$ cat config.mk
export PLATFORM = sky130hd
export DESIGN_NAME = decode_stage_pipe
export DESIGN_NICKNAME = d
export VERILOG_FILES = /design/src/rtl/decode_stage_pipe.sv
export SDC_FILE = /design/constraint.sdc
export NUM_CORES = 1
export LEC_CHECK = 0
export CAP_MARGIN = 30
export CELL_PAD_IN_SITES_DETAIL_PLACEMENT = 2
export CELL_PAD_IN_SITES_GLOBAL_PLACEMENT = 2
export CORE_MARGIN = 2
export CORE_UTILIZATION = 26
export DETAILED_ROUTE_END_ITERATION = 10
export GPL_TIMING_DRIVEN = 0
export MAX_ROUTING_LAYER = met4
export PLACE_DENSITY = 0.88
export SYNTH_ARGS = -nofsm -noshare
export SYNTH_HDL_FRONTEND = slang
export SYNTH_SLANG_ARGS = --single-unit
$ cat constraint.sdc
create_clock -name clk -period 11.2 [get_ports clk]
set_clock_uncertainty 0.15 [all_clocks]
set_input_delay 3.36 -clock clk [delete_from_list [all_inputs] [get_ports clk]]
set_output_delay 3.36 -clock clk [all_outputs]
set_load 0.02 [all_outputs]
$ cat src/rtl/decode_stage_pipe.sv
// Registered RV32I decode stage: valid/ready handshake, write-back bypass, immediate generation,
// illegal flagging and flush. Define DECODE_RV32M_EN to accept the RV32M (MUL..REMU) encodings.
module decode_stage_pipe #(
    parameter int          XLEN      = 32,
    parameter int          RF_ADDR_W = 5,
    parameter logic [31:0] NOP_INST  = 32'h00000013
) (
    input  logic                 clk,
    input  logic                 rst,
    input  logic                 in_valid,
    output logic                 in_ready,
    input  logic [31:0]          in_inst,
    input  logic [XLEN-1:0]      in_pc,
    output logic [RF_ADDR_W-1:0] rs1_addr,
    output logic [RF_ADDR_W-1:0] rs2_addr,
    input  logic [XLEN-1:0]      rs1_rdata,
    input  logic [XLEN-1:0]      rs2_rdata,
    input  logic                 wb_wen,
    input  logic [RF_ADDR_W-1:0] wb_addr,
    input  logic [XLEN-1:0]      wb_data,
    input  logic                 flush,
    output logic                 out_valid,
    input  logic                 out_ready,
    output logic [XLEN-1:0]      out_pc,
    output logic [31:0]          out_inst,
    output logic [XLEN-1:0]      out_rs1_data,
    output logic [XLEN-1:0]      out_rs2_data,
    output logic [XLEN-1:0]      out_imm,
    output logic [RF_ADDR_W-1:0] out_rd_addr,
    output logic                 out_rd_wen,
    output logic                 out_illegal
);

    localparam logic [6:0] OPC_LUI    = 7'b0110111;
    localparam logic [6:0] OPC_AUIPC  = 7'b0010111;
    localparam logic [6:0] OPC_JAL    = 7'b1101111;
    localparam logic [6:0] OPC_JALR   = 7'b1100111;
    localparam logic [6:0] OPC_BRANCH = 7'b1100011;
    localparam logic [6:0] OPC_LOAD   = 7'b0000011;
    localparam logic [6:0] OPC_STORE  = 7'b0100011;
    localparam logic [6:0] OPC_OP_IMM = 7'b0010011;
    localparam logic [6:0] OPC_OP     = 7'b0110011;

    logic [6:0]           opcode;
    logic [2:0]           funct3;
    logic [6:0]           funct7;
    logic                 dec_legal;
    logic                 use_rs1;
    logic                 use_rs2;
    logic                 dec_wen;
    logic [31:0]          imm32;
    logic [XLEN-1:0]      dec_imm;
    logic                 rd_wen_cap;
    logic [RF_ADDR_W-1:0] rd_cap;
    logic [XLEN-1:0]      rs1_cap;
    logic [XLEN-1:0]      rs2_cap;
    logic [RF_ADDR_W-1:0] held_rs1;
    logic [RF_ADDR_W-1:0] held_rs2;
    logic                 accept;
    logic                 hold;
    logic                 clear;

    assign opcode = in_inst[6:0];
    assign funct3 = in_inst[14:12];
    assign funct7 = in_inst[31:25];

    always_comb begin
        dec_legal = 1'b0;
        use_rs1   = 1'b0;
        use_rs2   = 1'b0;
        dec_wen   = 1'b0;
        imm32     = '0;
        case (opcode)
            OPC_LUI, OPC_AUIPC: begin
                dec_legal = 1'b1;
                dec_wen   = 1'b1;
                imm32     = {in_inst[31:12], 12'b0};
            end
            OPC_JAL: begin
                dec_legal = 1'b1;
                dec_wen   = 1'b1;
                imm32     = {{11{in_inst[31]}}, in_inst[31], in_inst[19:12], in_inst[20],
                             in_inst[30:21], 1'b0};
            end
            OPC_JALR: begin
                dec_legal = (funct3 == 3'b000);
                use_rs1   = 1'b1;
                dec_wen   = 1'b1;
                imm32     = {{20{in_inst[31]}}, in_inst[31:20]};
            end
            OPC_BRANCH: begin
                dec_legal = (funct3 != 3'b010) && (funct3 != 3'b011);
                use_rs1   = 1'b1;
                use_rs2   = 1'b1;
                imm32     = {{19{in_inst[31]}}, in_inst[31], in_inst[7], in_inst[30:25],
                             in_inst[11:8], 1'b0};
            end
            OPC_LOAD: begin
                dec_legal = (funct3 != 3'b011) && (funct3 != 3'b110) && (funct3 != 3'b111);
                use_rs1   = 1'b1;
                dec_wen   = 1'b1;
                imm32     = {{20{in_inst[31]}}, in_inst[31:20]};
            end
            OPC_STORE: begin
                dec_legal = (funct3 <= 3'b010);
                use_rs1   = 1'b1;
                use_rs2   = 1'b1;
                imm32     = {{20{in_inst[31]}}, in_inst[31:25], in_inst[11:7]};
            end
            OPC_OP_IMM: begin
                // Shift-immediates reuse the upper immediate bits as funct7.
                if (funct3 == 3'b001)      dec_legal = (funct7 == 7'b0000000);
                else if (funct3 == 3'b101) dec_legal = (funct7 == 7'b0000000) || (funct7 == 7'b0100000);
                else                       dec_legal = 1'b1;
                use_rs1 = 1'b1;
                dec_wen = 1'b1;
                imm32   = {{20{in_inst[31]}}, in_inst[31:20]};
            end
            OPC_OP: begin
                dec_legal = (funct7 == 7'b0000000) ||
                            ((funct7 == 7'b0100000) && ((funct3 == 3'b000) || (funct3 == 3'b101)));
`ifdef DECODE_RV32M_EN
                if (funct7 == 7'b0000001) dec_legal = 1'b1;
`endif
                use_rs1 = 1'b1;
                use_rs2 = 1'b1;
                dec_wen = 1'b1;
            end
            default: dec_legal = 1'b0;
        endcase
    end

    assign dec_imm    = XLEN'($signed(imm32));
    assign rd_wen_cap = dec_wen && dec_legal;
    assign rd_cap     = rd_wen_cap ? RF_ADDR_W'(in_inst[11:7]) : '0;
    // Illegal entries read nothing, so their operands fall out as zero.
    assign rs1_addr   = (use_rs1 && dec_legal) ? RF_ADDR_W'(in_inst[19:15]) : '0;
    assign rs2_addr   = (use_rs2 && dec_legal) ? RF_ADDR_W'(in_inst[24:20]) : '0;

    assign rs1_cap = (rs1_addr == '0) ? '0 :
                     (wb_wen && (wb_addr == rs1_addr)) ? wb_data : rs1_rdata;
    assign rs2_cap = (rs2_addr == '0) ? '0 :
                     (wb_wen && (wb_addr == rs2_addr)) ? wb_data : rs2_rdata;

    // Handshake: a transfer happens on a side only when its valid and ready are both high
    // at the clock edge; in_ready is high when the register is empty or being drained.
    assign in_ready = !out_valid || out_ready;
    assign accept   = in_valid && in_ready;
    assign hold     = out_valid && !out_ready;
    assign clear    = rst || flush || (out_valid && out_ready && !accept);

    always_ff @(posedge clk) begin
        if (clear) begin
            out_valid    <= 1'b0;
            out_pc       <= '0;
            out_inst     <= NOP_INST;
            out_rs1_data <= '0;
            out_rs2_data <= '0;
            out_imm      <= '0;
            out_rd_addr  <= '0;
            out_rd_wen   <= 1'b0;
            out_illegal  <= 1'b0;
            held_rs1     <= '0;
            held_rs2     <= '0;
        end else if (accept) begin
            out_valid    <= 1'b1;
            out_pc       <= in_pc;
            out_inst     <= in_inst;
            out_rs1_data <= rs1_cap;
            out_rs2_data <= rs2_cap;
            out_imm      <= dec_imm;
            out_rd_addr  <= rd_cap;
            out_rd_wen   <= rd_wen_cap;
            out_illegal  <= !dec_legal;
            held_rs1     <= rs1_addr;
            held_rs2     <= rs2_addr;
        end else if (hold) begin
            // Track write-back so a stalled entry does not carry stale operands.
            if (wb_wen && (held_rs1 != '0) && (wb_addr == held_rs1)) out_rs1_data <= wb_data;
            if (wb_wen && (held_rs2 != '0) && (wb_addr == held_rs2)) out_rs2_data <= wb_data;
        end
    end

endmodule
==> impl_summary.log, run 1 <==
[metrics] number of antenna violations at the first check in global routing: 2
[metrics] Die Footprint: 34750 um^2
[metrics] Hold Path Class: reg -> reg
[metrics] shortest clock period the worst path allows after layout: 9853 ps
[metrics] total power per unit cell area: ~120 nW/um^2
[metrics] area added between synthesis and finish: 52.93%
[metrics] Post-CTS Repair Setup Buffers: 0
[metrics] routed wire length per instance: 23.93 um
[metrics] Worst path max stage delay: 680 ps
[metrics] worst setup path class: in -> out
[metrics] number of cells produced by synthesis: 1076
[metrics] post-detailed-route count of antenna-violating nets: 0
[metrics] worst slew margin relative to its limit: 43.90%
[metrics] final design utilization: 40.56%
[metrics] CTS max path bufs: 2
[metrics] routed vias: 9941
[metrics] count of distinct cell types in the synthesized netlist: 73
[metrics] Reg clk slew, reported paths: around 70 ps
[metrics] slew at the pin with the worst max-slew slack: 841.5 ps
[metrics] syn_nets: 1247
[metrics] FP Rows: 66
[metrics] cells resized by post-CTS repair: 0
[metrics] DRC violations left: 0
[metrics] overall global routing resource usage: 26.66%
[metrics] number of hold violations in the final report: 0
[metrics] Critical Path End Type: primary output
[metrics] max-cap check violation count: 0
[metrics] via count of the first global-routing pass: roughly 11000
[metrics] pin count of the biggest net entering global routing: 18
[metrics] RSZ-0062 raised after global routing: no
[metrics] Final setup violation count: 0
[metrics] Primary FF master, synth: sky130_fd_sc_hd__dfxtp_1
[metrics] final worst-path cycle share: 87.97%
[metrics] Static Leak: between 4 and 5 nW
[metrics] list of cells traversed by the critical path: clkdlybuf4s50_1, or4_1, nor3_2, a21oi_2, a21boi_1, and2_1, clkdlybuf4s50_1
[metrics] share of final-layout standard cells stronger than drive strength 1: 8.809%
[metrics] core area: 32620 um^2
[metrics] average via count per standard cell: 5.240
[metrics] average cell area after synthesis: slightly above 8 um^2
[metrics] die width: 186.4 um
[metrics] top fanout value on the critical path: 10
[metrics] worst-case setup margin in the final layout: between 1000 and 1500 ps
[metrics] worst setup slack before clock tree synthesis: 1286 ps
[metrics] wire length of the first global-routing pass: 68.52 mm
[metrics] type of element launching the critical path: input pin
[metrics] insertion delay of the later-clocked pin in the worst-skew pair: 460 ps
[metrics] effective utilization at floorplan: 26.52%
[metrics] async set or reset register ratio after synthesis: 0%
[metrics] count of nets after finishing: 1611
[metrics] Max Freq: 101.5 MHz
[metrics] post-cts hold buffer count: 0
[metrics] status: completed
[metrics] height of the die: 186.4 um
[metrics] global placement routability congestion: 0.8590
[metrics] Syn Std Cell Area: between 8000 and 9000 um^2
[metrics] overall routed net length: 45.40 mm
[metrics] clock tree from TritonCTS: built
[metrics] Synth warnings: 0
[metrics] FF+latch count, synth: 178
[metrics] boundary pin count: 350
[metrics] total grt overflow: 0
[metrics] CP Data Required Time: about 7700 ps
[metrics] count of flip-flops with a built-in enable after synthesis: 0
[metrics] arrival time of data at the critical path endpoint: 6340 ps
[metrics] sink count of the clock tree: 178
[metrics] cell family with most CP delay: buffers and inverters
[metrics] Root Buffer Master: sky130_fd_sc_hd__clkbuf_16
[metrics] WP buf/inv: 2
[metrics] most used cell, CP: sky130_fd_sc_hd__clkdlybuf4s50_1
[metrics] proportion of synthesized chip area in sequential cells: about two fifths
[metrics] half-perimeter wire length after placement: 34.86 mm
[metrics] setup TNS: 0 ps
[metrics] highest ir drop seen on vdd: 0.0001039 V
[metrics] Final Hold Slack: ~310 ps
[metrics] number of detailed-routing iterations run before antenna repair: 5
[metrics] max-slew violation count: 0
[metrics] clock buffers created by TritonCTS: 17
[metrics] count of input and output buffers: 342
[metrics] 1st-iter DRT viols: 491
[metrics] level count of the clock H-tree: 4
[metrics] cell at the slowest stage of the critical path: sky130_fd_sc_hd__clkdlybuf4s50_1
[metrics] filler instances: 3696
==> cells by family (layout without fill, tap and decap cells) <==
| kind of cell | count (synthesis) | after routing | share of synthesized area [%] |
|---|---|---|---|
| flops | 178 | 178 | 41.19 |
| compound gates | 392 | 392 | 30.04 |
| xor+xnor | 10 | 10 | 1.012 |
| simple gates | 350 | 350 | 18.24 |
| buf+inv | 123 | 500 | 6.247 |
| mux | 23 | 23 | 3.283 |
| other cells | 0 | 2 | 0 |
==> routing by layer <==
| layer | part of all wire (%) | up-vias | global-route usage [%] |
|---|---|---|---|
| met2 | 49 | 360 | 45.64 |
| li1 | - | 4597 | - |
| met1 | 41 | 4935 | 30.02 |
| met4 | 2.1 | 0 | 7.569 |
| met5 | 0 | - | - |
| met3 | 7.9 | 49 | 8.031 |
==> worst reg2reg max path, stage by stage (launching register included) <==
cell                       delay, ps
sky130_fd_sc_hd__dfxtp_1         350
sky130_fd_sc_hd__nor2b_1         260
sky130_fd_sc_hd__nand2_1         190
sky130_fd_sc_hd__o41ai_1         770
sky130_fd_sc_hd__clkbuf_1        430
sky130_fd_sc_hd__clkbuf_1        570
sky130_fd_sc_hd__o21ai_0         210
sky130_fd_sc_hd__a31oi_1         180
==> power breakdown <==
group / switching (mW) / internal (mW)
logic: 0.171 / 0.128
registers: 0.0129 / 0.653
clock network: 0.310 / 0.314
==> cell type report <==
cell class / count / area, um^2 / share of cell area, %
diodes: 2 / 5.005 / 0.03783
plain buffers: 96 / 439.2 / 3.319
clock buffers: 17 / 425.4 / 3.215
clock inverters: 15 / 150.1 / 1.135
inverters: 27 / 101.3 / 0.7660
multi-input cells: 775 / 4548 / 34.37
flip-flops and latches: 178 / 3563 / 26.93
well taps: 442 / 553.0 / 4.180
repair buffers: 345 / 3446 / 26.04
==> per-stage QoR <==
step | instances | instance area, um^2 | power [mW]
floorplan | 1076 | 8652 | 0.8054
global placement | 1860 | 12630 | 0.9690
detailed placement | 1863 | 12650 | 0.9771
CTS | 1895 | 13230 | 1.604
global route | 1897 | 13230 | 1.654
finish | 1897 | 13230 | 1.589
==> cells in the mapped netlist, types with 3 or more instances <==
| cell | instances | area, um^2 |
|---|---|---|
| sky130_fd_sc_hd__clkbuf_1 | 63 | 236.5 |
| sky130_fd_sc_hd__nor4_1 | 6 | 37.54 |
| sky130_fd_sc_hd__buf_1 | 8 | 30.03 |
| sky130_fd_sc_hd__and2_1 | 12 | 75.07 |
| sky130_fd_sc_hd__o221a_2 | 16 | 180.2 |
| sky130_fd_sc_hd__nor2_1 | 25 | 93.84 |
| sky130_fd_sc_hd__o211ai_1 | 26 | 195.2 |
| sky130_fd_sc_hd__mux2_4 | 10 | 150.1 |
| sky130_fd_sc_hd__mux2i_1 | 10 | 100.1 |
| sky130_fd_sc_hd__o211ai_2 | 10 | 125.1 |
| sky130_fd_sc_hd__buf_6 | 6 | 67.56 |
| sky130_fd_sc_hd__nand4_1 | 16 | 100.1 |
| sky130_fd_sc_hd__dfxtp_1 | 178 | 3563 |
| sky130_fd_sc_hd__xor2_1 | 3 | 26.28 |
| sky130_fd_sc_hd__nand2_1 | 216 | 810.8 |
| sky130_fd_sc_hd__buf_2 | 14 | 70.07 |
| sky130_fd_sc_hd__mux2_2 | 3 | 33.78 |
| sky130_fd_sc_hd__or2_2 | 3 | 18.77 |
| sky130_fd_sc_hd__xnor2_1 | 7 | 61.31 |
| sky130_fd_sc_hd__a311oi_1 | 4 | 35.03 |
| sky130_fd_sc_hd__nand3b_1 | 4 | 30.03 |
| sky130_fd_sc_hd__o21ai_0 | 76 | 380.4 |
| sky130_fd_sc_hd__o2111ai_1 | 3 | 26.28 |
| sky130_fd_sc_hd__inv_1 | 27 | 101.4 |
| sky130_fd_sc_hd__nor3_1 | 10 | 50.05 |
| sky130_fd_sc_hd__nor2b_1 | 3 | 18.77 |
| sky130_fd_sc_hd__a21oi_1 | 151 | 755.7 |
| sky130_fd_sc_hd__o22ai_2 | 10 | 125.1 |
| sky130_fd_sc_hd__a31oi_1 | 32 | 200.2 |
| sky130_fd_sc_hd__o22ai_1 | 10 | 62.56 |
| sky130_fd_sc_hd__nor3b_1 | 3 | 22.52 |
| sky130_fd_sc_hd__or4_1 | 3 | 22.52 |
| sky130_fd_sc_hd__nand3_1 | 23 | 115.1 |
| sky130_fd_sc_hd__o21bai_1 | 16 | 120.1 |
| sky130_fd_sc_hd__and3_1 | 17 | 106.4 |
| sky130_fd_sc_hd__a221oi_1 | 7 | 61.31 |
==> cell usage in the layout, fill, tap and decap left out, drive strengths merged, types with 4 or more instances in the layout <==
master and count:
a21oi 153, a311oi 4, o21ai 78, nor3 11, dfxtp 178, o21bai 16, mux2 13, and3 17
a31oi 34, o22ai 20, or2 4, o221a 16, a221oi 7, inv 34, buf 33, nand2 216
nor4 6, clkinvlp 4, clkbuf 83, nand3b 4, nand4 16, clkdlybuf4s50 342, o211ai 36, mux2i 10
and2 12, nand3 23, nor2 25, xnor2 7
==> registers in the layout, indices dropped and copies added (netlist names) <==
register and flops:
held_rs2 5, out_rs2_data 32, out_illegal 1, out_imm 32, held_rs1 5, out_pc 32
out_inst 32, out_valid 1, out_rs1_data 32, out_rd_wen 1, out_rd_addr 5
==> path summary, 6_finish.rpt <==
check                               from                           end  slack (ps)  cells after the start
max reg2reg       out_valid$_SDFFE_PP0P_  out_rs2_data[9]$_SDFFE_PP0P_        8020                      7
min          out_rd_addr[3]$_SDFFE_PP0P_   out_rd_addr[3]$_SDFFE_PP0P_         310                      2
max                          in_inst[31]                   rs2_addr[3]        1350                      7
min reg2reg  out_rd_addr[3]$_SDFFE_PP0P_   out_rd_addr[3]$_SDFFE_PP0P_         310                      2
Note: power is estimated with default switching activity, not from simulation.
==> inputs of run 2 (changes only) <==
==> constraint.sdc (replaced) <==
create_clock -name clk -period 11.2 [get_ports clk]
set_clock_uncertainty 0.15 [all_clocks]
set_input_delay 1.68 -clock clk [delete_from_list [all_inputs] [get_ports clk]]
set_output_delay 1.68 -clock clk [all_outputs]
set_load 0.02 [all_outputs]
==> results of run 2 <==
The final DEF is identical to that of run 1. Status: completed.
Among the figures that moved: setup slack after placement 1286 ps -> 4646 ps; setup slack after layout 1347 ps -> 4707 ps
==> inputs of run 3 (changes only) <==
Settings changed: CORE_UTILIZATION 26 to 24, PLACE_DENSITY 0.88 to 0.82.
Clock period 11.2 ns to 6.71 ns, I/O delays scaled along.
==> run 3 against run 2 <==
Die area up 8.2%. Worst hold slack better by 1.0 ps. Power up 67%. Largest power group unchanged. Highest routed layer unchanged.
==> impl_summary.log, run 3 (same netlist as run 1, synthesis figures left out) <==
[metrics] post-cts hold buffer count: 0 (unchanged)
[metrics] net switching power: 0.8287 mW (was 0.4937 mW)
[metrics] max-cap check violation count: 0 (unchanged)
[metrics] RSZ-0062 raised after global routing: no (unchanged)
[metrics] wire length of the first global-routing pass: 68.61 mm (was 68.52 mm)
[metrics] Max Freq: 189.4 MHz
[metrics] total power per unit cell area: 200.7 nW/um^2 (was 120.1 nW/um^2)
[metrics] number of detailed-routing iterations run before antenna repair: 5 (unchanged)
[metrics] highest ir drop seen on vdd: 0.0001772 V (was 0.0001039 V)
[metrics] Static Leak: 4.670 nW (was 4.653 nW)
[metrics] share of final-layout standard cells stronger than drive strength 1: 8.684% (was 8.809%)
[metrics] cell family with most CP delay: buffers and inverters (unchanged)
[metrics] Final setup violation count: 0 (unchanged)
[metrics] clock tree from TritonCTS: built (unchanged)
[metrics] max-slew violation count: 0 (unchanged)
[metrics] number of antenna violations at the first check in global routing: 1 (was 2)
[metrics] effective utilization at floorplan: 24.32% (was 26.52%)
[metrics] insertion delay of the later-clocked pin in the worst-skew pair: 460 ps (about the same)
[metrics] Reg clk slew, reported paths: 80 ps (was 70 ps)
[metrics] WP buf/inv: 2 (unchanged)
[metrics] arrival time of data at the critical path endpoint: 4120 ps (was 4660 ps)
[metrics] 1st-iter DRT viols: 395 (was 491)
[metrics] placed cell areas: 12670 um^2 (was 12650 um^2)
[metrics] Hold Path Class: reg -> reg (unchanged)
[metrics] sink count of the clock tree: 178 (unchanged)
[metrics] cell at the slowest stage of the critical path: sky130_fd_sc_hd__clkdlybuf4s50_1 (unchanged)
[metrics] die width: 193.9 um (was 186.4 um)
[metrics] routed wire length per instance: 23.75 um (was 23.93 um)
[metrics] area added between synthesis and finish: 53.28% (was 52.93%)
[metrics] most used cell, CP: sky130_fd_sc_hd__clkdlybuf4s50_1 (unchanged)
[metrics] slew at the pin with the worst max-slew slack: 916.4 ps (was 841.5 ps)
[metrics] final non-filler cell area: 13260 um^2 (was 13230 um^2)
[metrics] most common cell after layout, fill and taps aside: sky130_fd_sc_hd__clkdlybuf4s50_1 (unchanged)
[metrics] half-perimeter wire length after placement: 34.83 mm (was 34.86 mm)
[metrics] part of the total power dissipated in combinational logic: 18.7% (was 18.8%)
[metrics] clock buffers created by TritonCTS: 17 (unchanged)
[metrics] global placement routability congestion: 0.8812 (was 0.8590)
[metrics] DRC violations left: 0 (unchanged)
[metrics] Clock power frac: 39.6% (was 39.3%)
[metrics] cells resized by post-CTS repair: 0 (unchanged)
[metrics] total grt overflow: 0 (unchanged)
[metrics] overall routed net length: 45.43 mm (was 45.40 mm)
[metrics] final worst-path cycle share: 78.68%
[metrics] pin count of the biggest net entering global routing: 19 (was 18)
[metrics] worst slew margin relative to its limit: 38.10% (was 43.90%)
[metrics] Critical Path End Type: primary output (unchanged)
[metrics] total internal power: 1.832 mW (was 1.095 mW)
[metrics] Root Buffer Master: sky130_fd_sc_hd__clkbuf_16 (unchanged)
[metrics] leading cell types in the layout, fill and taps excluded: sky130_fd_sc_hd__clkdlybuf4s50_1 (342), sky130_fd_sc_hd__nand2_1 (216), sky130_fd_sc_hd__dfxtp_1 (178) (unchanged)
[metrics] boundary pin count: 350 (unchanged)
[metrics] Die Footprint: 37590 um^2 (was 34750 um^2)
[metrics] count of input and output buffers: 342 (unchanged)
[metrics] setup TNS: 0 ps (unchanged)
[metrics] sequential cell fraction of total power: 41.7% (was 41.9%)
[metrics] average via count per standard cell: 5.191 (was 5.240)
[metrics] shortest clock period the worst path allows after layout: 5280 ps
[metrics] height of the die: 193.9 um (was 186.4 um)
[metrics] CP Data Required Time: 5550 ps (was 9370 ps)
[metrics] list of cells traversed by the critical path: clkdlybuf4s50_1, nand4b_1, a2111oi_4, a21oi_2, a21boi_1, and2_1, clkdlybuf4s50_1 (was clkdlybuf4s50_1, or4_1, nor3_2, a21oi_2, a21boi_1, and2_1, clkdlybuf4s50_1)
[metrics] routed vias: 9931 (was 9941)
[metrics] switching power share of the total: 31.14% (was 31.07%)
[metrics] via count of the first global-routing pass: 10898 (was 10819)
[metrics] FP Rows: 69 (was 66)
[metrics] Worst path max stage delay: 720 ps (was 680 ps)
[metrics] number of hold violations in the final report: 0 (unchanged)
[metrics] count of nets after finishing: 1609 (was 1611)
[metrics] level count of the clock H-tree: 4 (unchanged)
[metrics] top fanout value on the critical path: 10 (unchanged)
[metrics] CTS max path bufs: 2 (unchanged)
[metrics] type of element launching the critical path: input pin (unchanged)
[metrics] Final Hold Slack: 308.5 ps (was 307.4 ps)
[metrics] worst setup path class: in -> out (unchanged)
[metrics] status: completed (unchanged)
[metrics] overall global routing resource usage: 24.56% (was 26.66%)
[metrics] Post-CTS Repair Setup Buffers: 0 (unchanged)
[metrics] total power: 2.661 mW (was 1.589 mW)
[metrics] core area: 35570 um^2 (was 32620 um^2)
[metrics] post-detailed-route count of antenna-violating nets: 0 (unchanged)
run 3: final timing paths:
check | cells past startpoint | to | from | slack (ps)
worst max-delay path | 7 | rs2_addr[3] | in_inst[4] | 1430
worst min-delay path | 2 | out_inst[12]$_SDFFE_PP0P_ | out_inst[12]$_SDFFE_PP0P_ | 310
worst max register to register | 6 | out_rs1_data[13]$_SDFFE_PP0P_ | out_valid$_SDFFE_PP0P_ | 3570
worst min register to register | 2 | out_inst[12]$_SDFFE_PP0P_ | out_inst[12]$_SDFFE_PP0P_ | 310
run 3: worst reg2reg max path: stages (launching register included):
cell	delay, ps
sky130_fd_sc_hd__dfxtp_1	350
sky130_fd_sc_hd__nor2b_1	230
sky130_fd_sc_hd__nand2_1	200
sky130_fd_sc_hd__o41ai_4	830
sky130_fd_sc_hd__clkbuf_1	610
sky130_fd_sc_hd__clkbuf_1	480
sky130_fd_sc_hd__a31oi_1	160
run 3: area by class of cell:
cell class	count	area, um^2
Inverter	27	101.3
Antenna cell	1	2.502
Tap cell	461	576.8
Clock inverter	15	162.7
Multi-Input combinational cell	775	4559
Sequential cell	178	3563
Fill cell	4080	22310
Clock buffer	17	425.4
Buffer	96	439.2
Timing Repair Buffer	343	3431
run 3: power groups by stage:
stage	sequential, mW	combinational (mW)	clock, mW
global route	1.11	0.534	1.12
floorplan	1.17	0.171	0
detailed placement	1.14	0.498	0
CTS	1.11	0.503	1.08
finish	1.11	0.498	1.05
global placement	1.13	0.488	0
run 3: per-stage QoR:
stage	setup slack [ps]	std cells	util [%]
final	1430	1913	37.28
after global routing	1252	1913	37.28
after CTS	1390	1912	37.28
after detailed placement	1397	1880	35.62
after global placement	1466	1879	35.57
after floorplan	3031	1076	-
run 3: per-layer routing:
metal	track usage, %	part of all wire [%]	vias up
met5	-	0	-
met4	6.341	1.7	0
met3	7.045	7.2	39
met2	41.56	49	320
met1	28.53	42	4973
li1	-	-	4599
